==> src/rtl/exu_stage.sv <==
// Execute stage: ALU, branch/jump resolution and redirect pulse, feeding MEM
// through a 2-entry skid buffer so s_ready is decoded from registered state only.
module exu_stage #(
  parameter int XLEN      = 32,
  parameter int BUF_DEPTH = 2
) (
  input  logic            clk,
  input  logic            rst_n,
  input  logic            s_valid,
  output logic            s_ready,
  output logic            m_valid,
  input  logic            m_ready,
  input  logic [2:0]      ALU_opX,
  input  logic [1:0]      ALUsrc1X,
  input  logic [1:0]      ALUsrc2X,
  input  logic [2:0]      cmp_typeX,
  input  logic            branchX,
  input  logic            jumpX,
  input  logic            jalrX,
  input  logic            ecallX,
  input  logic            mretX,
  input  logic [XLEN-1:0] src1X,
  input  logic [XLEN-1:0] src2X,
  input  logic [XLEN-1:0] immX,
  input  logic [XLEN-1:0] pcX,
  input  logic [XLEN-1:0] snpcX,
  input  logic [XLEN-1:0] csrX,
  input  logic            mvalidX,
  input  logic            mwenX,
  input  logic [7:0]      mwmaskX,
  input  logic [2:0]      mrtypeX,
  input  logic [11:0]     csraddrX,
  input  logic [4:0]      rdX,
  input  logic [2:0]      rdregsrcX,
  output logic [XLEN-1:0] aluresM,
  output logic [XLEN-1:0] src2M,
  output logic [XLEN-1:0] snpcM,
  output logic [XLEN-1:0] csrM,
  output logic [XLEN-1:0] pcM,
  output logic            mvalidM,
  output logic            mwenM,
  output logic [7:0]      mwmaskM,
  output logic [2:0]      mrtypeM,
  output logic [11:0]     csraddrM,
  output logic [4:0]      rdM,
  output logic [2:0]      rdregsrcM,
  output logic            ecallM,
  output logic            mretM,
  output logic            redirect,
  output logic [XLEN-1:0] redirect_pc
);

  // Handshake: a beat transfers on a side when valid & ready are both high at
  // posedge; valid never waits on ready, and ready depends only on registers.

  typedef struct packed {
    logic [XLEN-1:0] alures;
    logic [XLEN-1:0] src2;
    logic [XLEN-1:0] snpc;
    logic [XLEN-1:0] csr;
    logic [XLEN-1:0] pc;
    logic            mvalid;
    logic            mwen;
    logic [7:0]      mwmask;
    logic [2:0]      mrtype;
    logic [11:0]     csraddr;
    logic [4:0]      rd;
    logic [2:0]      rdregsrc;
    logic            ecall;
    logic            mret;
  } payload_t;

  localparam logic [1:0] FULL = BUF_DEPTH[1:0];
  localparam logic [XLEN-1:0] RESET_PC = 32'h8000_0000;

  logic [XLEN-1:0] op_a, op_b, alu_res, target;
  logic            cmp, taken;
  payload_t        in_pl, head;
  payload_t        buf_q [2];
  logic            wr_ptr, rd_ptr;
  logic [1:0]      count;
  logic            push, pop;

  always_comb begin
    op_a = '0;
    unique case (ALUsrc1X)
      2'd0:    op_a = src1X;
      2'd1:    op_a = pcX;
      default: op_a = '0;
    endcase
    op_b = '0;
    unique case (ALUsrc2X)
      2'd0:    op_b = src2X;
      2'd1:    op_b = immX;
      default: op_b = 32'd4;
    endcase
  end

  always_comb begin
    alu_res = '0;
    unique case (ALU_opX)
      3'b000: alu_res = op_a + op_b;
      3'b001: alu_res = op_a - op_b;
      3'b010: alu_res = op_a ^ op_b;
      3'b011: alu_res = op_a | op_b;
      3'b100: alu_res = op_a & op_b;
      3'b101: alu_res = op_a << op_b[4:0];
      3'b110: alu_res = op_a >> op_b[4:0];
      3'b111: alu_res = $unsigned($signed(op_a) >>> op_b[4:0]);
      default: alu_res = '0;
    endcase
  end

  // Comparison always looks at the register operands, never the muxed ALU inputs.
  always_comb begin
    cmp = 1'b0;
    case (cmp_typeX)
      3'b000:  cmp = (src1X == src2X);
      3'b001:  cmp = (src1X != src2X);
      3'b100:  cmp = ($signed(src1X) <  $signed(src2X));
      3'b101:  cmp = ($signed(src1X) >= $signed(src2X));
      3'b110:  cmp = (src1X <  src2X);
      3'b111:  cmp = (src1X >= src2X);
      default: cmp = 1'b0;
    endcase
  end

  assign taken  = jumpX | (branchX & cmp);
  assign target = jalrX ? ((src1X + immX) & ~32'h1) : (pcX + immX);

  always_comb begin
    in_pl          = '0;
    in_pl.alures   = (rdregsrcX == 3'd4) ? {{(XLEN-1){1'b0}}, cmp} : alu_res;
    in_pl.src2     = src2X;
    in_pl.snpc     = snpcX;
    in_pl.csr      = csrX;
    in_pl.pc       = pcX;
    in_pl.mvalid   = mvalidX;
    in_pl.mwen     = mwenX;
    in_pl.mwmask   = mwmaskX;
    in_pl.mrtype   = mrtypeX;
    in_pl.csraddr  = csraddrX;
    in_pl.rd       = rdX;
    in_pl.rdregsrc = rdregsrcX;
    in_pl.ecall    = ecallX;
    in_pl.mret     = mretX;
  end

  assign s_ready = (count != FULL);
  assign m_valid = (count != 2'd0);
  assign push    = s_valid & s_ready;
  assign pop     = m_valid & m_ready;

  always_ff @(posedge clk) begin
    if (!rst_n) begin
      count     <= 2'd0;
      wr_ptr    <= 1'b0;
      rd_ptr    <= 1'b0;
      buf_q[0]  <= '0;
      buf_q[1]  <= '0;
    end else begin
      if (push) begin
        buf_q[wr_ptr] <= in_pl;
        wr_ptr        <= ~wr_ptr;
      end
      if (pop) rd_ptr <= ~rd_ptr;
      unique case ({push, pop})
        2'b10:   count <= count + 2'd1;
        2'b01:   count <= count - 2'd1;
        default: count <= count;
      endcase
    end
  end

  // Redirect is a single-cycle pulse tied to acceptance, not to MEM draining.
  always_ff @(posedge clk) begin
    if (!rst_n) begin
      redirect    <= 1'b0;
      redirect_pc <= RESET_PC;
    end else if (push && taken) begin
      redirect    <= 1'b1;
      redirect_pc <= target;
    end else begin
      redirect    <= 1'b0;
    end
  end

  assign head      = buf_q[rd_ptr];
  assign aluresM   = head.alures;
  assign src2M     = head.src2;
  assign snpcM     = head.snpc;
  assign csrM      = head.csr;
  assign pcM       = head.pc;
  assign mvalidM   = head.mvalid;
  assign mwenM     = head.mwen;
  assign mwmaskM   = head.mwmask;
  assign mrtypeM   = head.mrtype;
  assign csraddrM  = head.csraddr;
  assign rdM       = head.rd;
  assign rdregsrcM = head.rdregsrc;
  assign ecallM    = head.ecall;
  assign mretM     = head.mret;

endmodule

==> config.mk <==
export PLATFORM = sky130hd
export DESIGN_NAME = exu_stage
export DESIGN_NICKNAME = d
export VERILOG_FILES = /design/src/rtl/exu_stage.sv
export SDC_FILE = /design/constraint.sdc
export NUM_CORES = 1
export LEC_CHECK = 0
export ABC_AREA = 1
export ABC_CLOCK_PERIOD_IN_PS = 6200
export CAP_MARGIN = 20
export CORE_AREA = 2 2 303 305
export DETAILED_ROUTE_END_ITERATION = 16
export DIE_AREA = 0 0 305 307
export HOLD_SLACK_MARGIN = 0.05
export SYNTH_ARGS = -nofsm -noshare
export SYNTH_HDL_FRONTEND = slang
export SYNTH_SLANG_ARGS = --single-unit
==> constraint.sdc <==
create_clock -name clk -period 6.2 [get_ports clk]
set_clock_uncertainty 0.05 [all_clocks]
set_input_delay 0.62 -clock clk [delete_from_list [all_inputs] [get_ports clk]]
set_output_delay 0.62 -clock clk [all_outputs]
set_load 0.005 [all_outputs]
==> run metrics <==
max-cap violations 0; setup repair bufs after CTS 0; max layer used met5; largest net degree at the start of global routing around 140; mean post-synth cell area around 7.9 sq um; share of layout cells above drive strength 1 around 8.8%; Root Buffer clkbuf_16; Final HPWL DP a little under 100000 um; RR Startpoint count[0]; Yosys top cell area share a little under two fifths; DRT Pass-1 Iters 6; sequential share of the synthesized area about two fifths; Die Y 307 um; hold wc startpoint rd_ptr; ranking of synthesized cells by area edfxtp_1 (37%), nand2_1 (8.8%), nor2_1 (8.1%), ha_1 (7.6%), mux2_2 (7.0%); Initial Util 34.7%; Top FF cell, synth edfxtp_1; M1 WL 54000 um; setup violators final 0; residual DRC count 0; clock-pin slew on the worst setup and hold paths 0.06 ns; Total Nets Final ~4.8k; Worst Path Required ~6.5 ns; clk sinks 428; final period utilization between 70% and 80%; Die ar. roughly 94000 sq um; CTS resizes 0; Fin. Hold Viols 0; flop2flop setup slack about 3.3 ns; clock tree buffer depth 3; Gate Count Post-Synth approximately 4.0k; Total Routing Usage GR between 20% and 30%; GRT overflow 0; routed wl met2 ~56000 um; Syn-to-layout area delta 24.0%; Critical Setup Path Class in -> reg; vias in the first global route around 28k; post-synth net total 4421; first-pass GRT wire length between 150000 and 200000 um; num rows 111; global placer's final weighted congestion 1.02; number of flops mapped to enable cells by yosys 390; 1st-iter DRT viols between 2k and 3k; WL per Instance roughly 22 um; DRT Wirelength 126000 um; core area between 90000 and 100000 sq um; Design Power around 10 mW; Synth Warn # 0; H-Tree Depth 2; Skew-Pair Late Insertion Delay 0.63 ns; DR WL met3 about 11000 um; Tmin final roughly 5 ns; DP Cell Count ~5.5k; asr flop ratio synth 0%; Leakage about 17 nW; Die Wd approximately 300 um; Cell Pwr Density roughly 250 nW/um^2; CP Launch Type input port; total CTS buffers roughly 50; Slew headroom between 20% and 30%; Syn Std Cell Area around 31000 sq um; final cell utilization of the core roughly 43%; Sequential cell area 12500 sq um; Final ANT Viol Nets 0; Via density 5.31; Port Buf Inserts ~470; CP Data Arrival Time between 5 and 6 ns; vias slightly below 30k; max-slew violation count 0; worst slew pin tran roughly 1.1 ns; Multi-input gate area 16400 sq um; Non-Filler Instances 5616; highest clock rate between 200 and 250 MHz; Max VDD drop about 0.00019 V; Filler cells around 9k; setup TNS 0 ns; R2R cell count 7; antenna violations before repair 12; unrepaired setup endpoints after global routing no; #FFs+latches synth 428; cts hold-fix bufs 0; Synth area leader edfxtp_1; CTS tree yes; status finished, final reports clean; FF-to-FF End buf_q[0][124]; worst-path maximum fanout 28; I/O Pins 474; Crit. End Element register; HP Class reg -> reg; post-synthesis cell type count 57; WHS Path Cells 1
placed cells by master, fill, tap and decap left out, drive strengths merged, types with 2 or more instances in the layout:
cell type and n:
o2111ai 5, inv 521, xnor2 9, nand2 746
nand3b 10, clkinv 17, a221oi 21, a211oi 14
o22ai 67, or2 6, nand4 27, a21o 20
ha 191, dfxtp 38, clkdlybuf4s50 473, o21bai 13
bufinv 4, o221ai 2, nor3 28, mux2i 9
a31oi 19, a21oi 192, nand3 240, nor4 8
mux2 195, edfxtp 390, xor2 38, nor2 683
fa 3, o21a 6, o211ai 31, o311ai 2
a21boi 12, buf 49, clkbuf 60, and2 5
o21ai 264, diode 7
metal layers:
metal / vias to the layer above / global-route usage (%)
li1: 14200 / -
met5: - / 0
met1: 14100 / 34.5
met3: 241 / 5.15
met4: 6 / 10.2
met2: 1315 / 41.3
critical path, cell delays in order:
cell and delay (ns):
clkdlybuf4s50_1 0.52, inv_2 0.05, nand2_2 0.18, buf_4 0.40, o22ai_1 0.24, nor2_1 0.18, nand4_2 0.18, nor2_1 0.18
a31oi_1 0.15, a21oi_1 0.19, xor2_1 0.32, ha_1 0.34, nand2_1 0.15, inv_1 0.05, a21oi_1 0.31, a21boi_0 0.21
nand2_1 0.17, nand2_1 0.10, nand2_1 0.08, nand2_1 0.09, inv_1 0.05, o21bai_1 0.12, nand3_1 0.13, nand3_1 0.16
nor2_1 0.05
sequential cells by signal, indices dropped and copies added (netlist names), named ones only:
signal       flops
count            2
redirect_pc     32
wr_ptr           1
redirect         1
rd_ptr           1
buf_q          390
power by group:
part,internal (mW),total (mW),switching (mW)
registers,3.48,3.56,0.0842
logic,1.41,3.36,1.95
clock network,1.62,2.83,1.21
total,6.51,9.75,3.24
worst max path at each step:
stage	slack, ns	startpoint	to
after floorplan	1.76	rst_n	buf_q[1][0]
after global placement	0.87	ALUsrc2X[0]	buf_q[1][189]
after detailed placement	0.77	ALUsrc2X[0]	buf_q[1][189]
after CTS	1.39	ALUsrc2X[0]	buf_q[1][189]
after global routing	0.97	ALUsrc2X[0]	buf_q[0][186]
final	1.25	ALUsrc2X[0]	buf_q[0][186]
synthesized netlist by cell type, types with 20 or more instances:
cell type and instances:
nand2_1 742, nor2_1 675, inv_1 498, edfxtp_1 390, nand3_1 238, o21ai_0 201
mux2_2 195, a21oi_1 191, ha_1 191, clkbuf_1 98, o21ai_1 61, o22ai_1 43
dfxtp_1 38, xor2_1 38, buf_2 34, o211ai_1 31, nand4_1 26, nor3_1 25
o22ai_2 22, a221oi_1 21, inv_2 21, a21o_1 20
cells by family (layout without fill, tap and decap cells):
logic type,Yosys count,in the layout,synth area share (%)
xor gates and xnor gates,47,47,1.31
other,0,7,0
DFF,428,428,39.6
muxes,204,204,7.26
adders and majority gates,194,194,7.78
buffers and inverters,685,1125,8.57
AOI/OAI and AO/OA,671,671,12.7
and+or+nand+nor,1754,1754,22.7
final cells by class:
type	count	share of cell area, %
timing repair buffer	522	13.3
tap	1186	3.80
clock buffer	60	3.25
inverter	520	5.03
clock inverter	23	0.680
multi-input combinational	2870	42.0
antenna	7	0.0449
sequential	428	32.0
metrics by stage:
stage	worst slack [ns]	instance area (sq um)	hold slack [ns]
after global placement	0.868	37500	0.382
after detailed placement	0.772	37500	0.391
after floorplan	1.76	31500	0.376
after CTS	1.39	39000	0.402
final	1.25	39000	0.403
after global routing	0.975	39000	0.434
No activity file was read; power rests on OpenSTA's default activity.
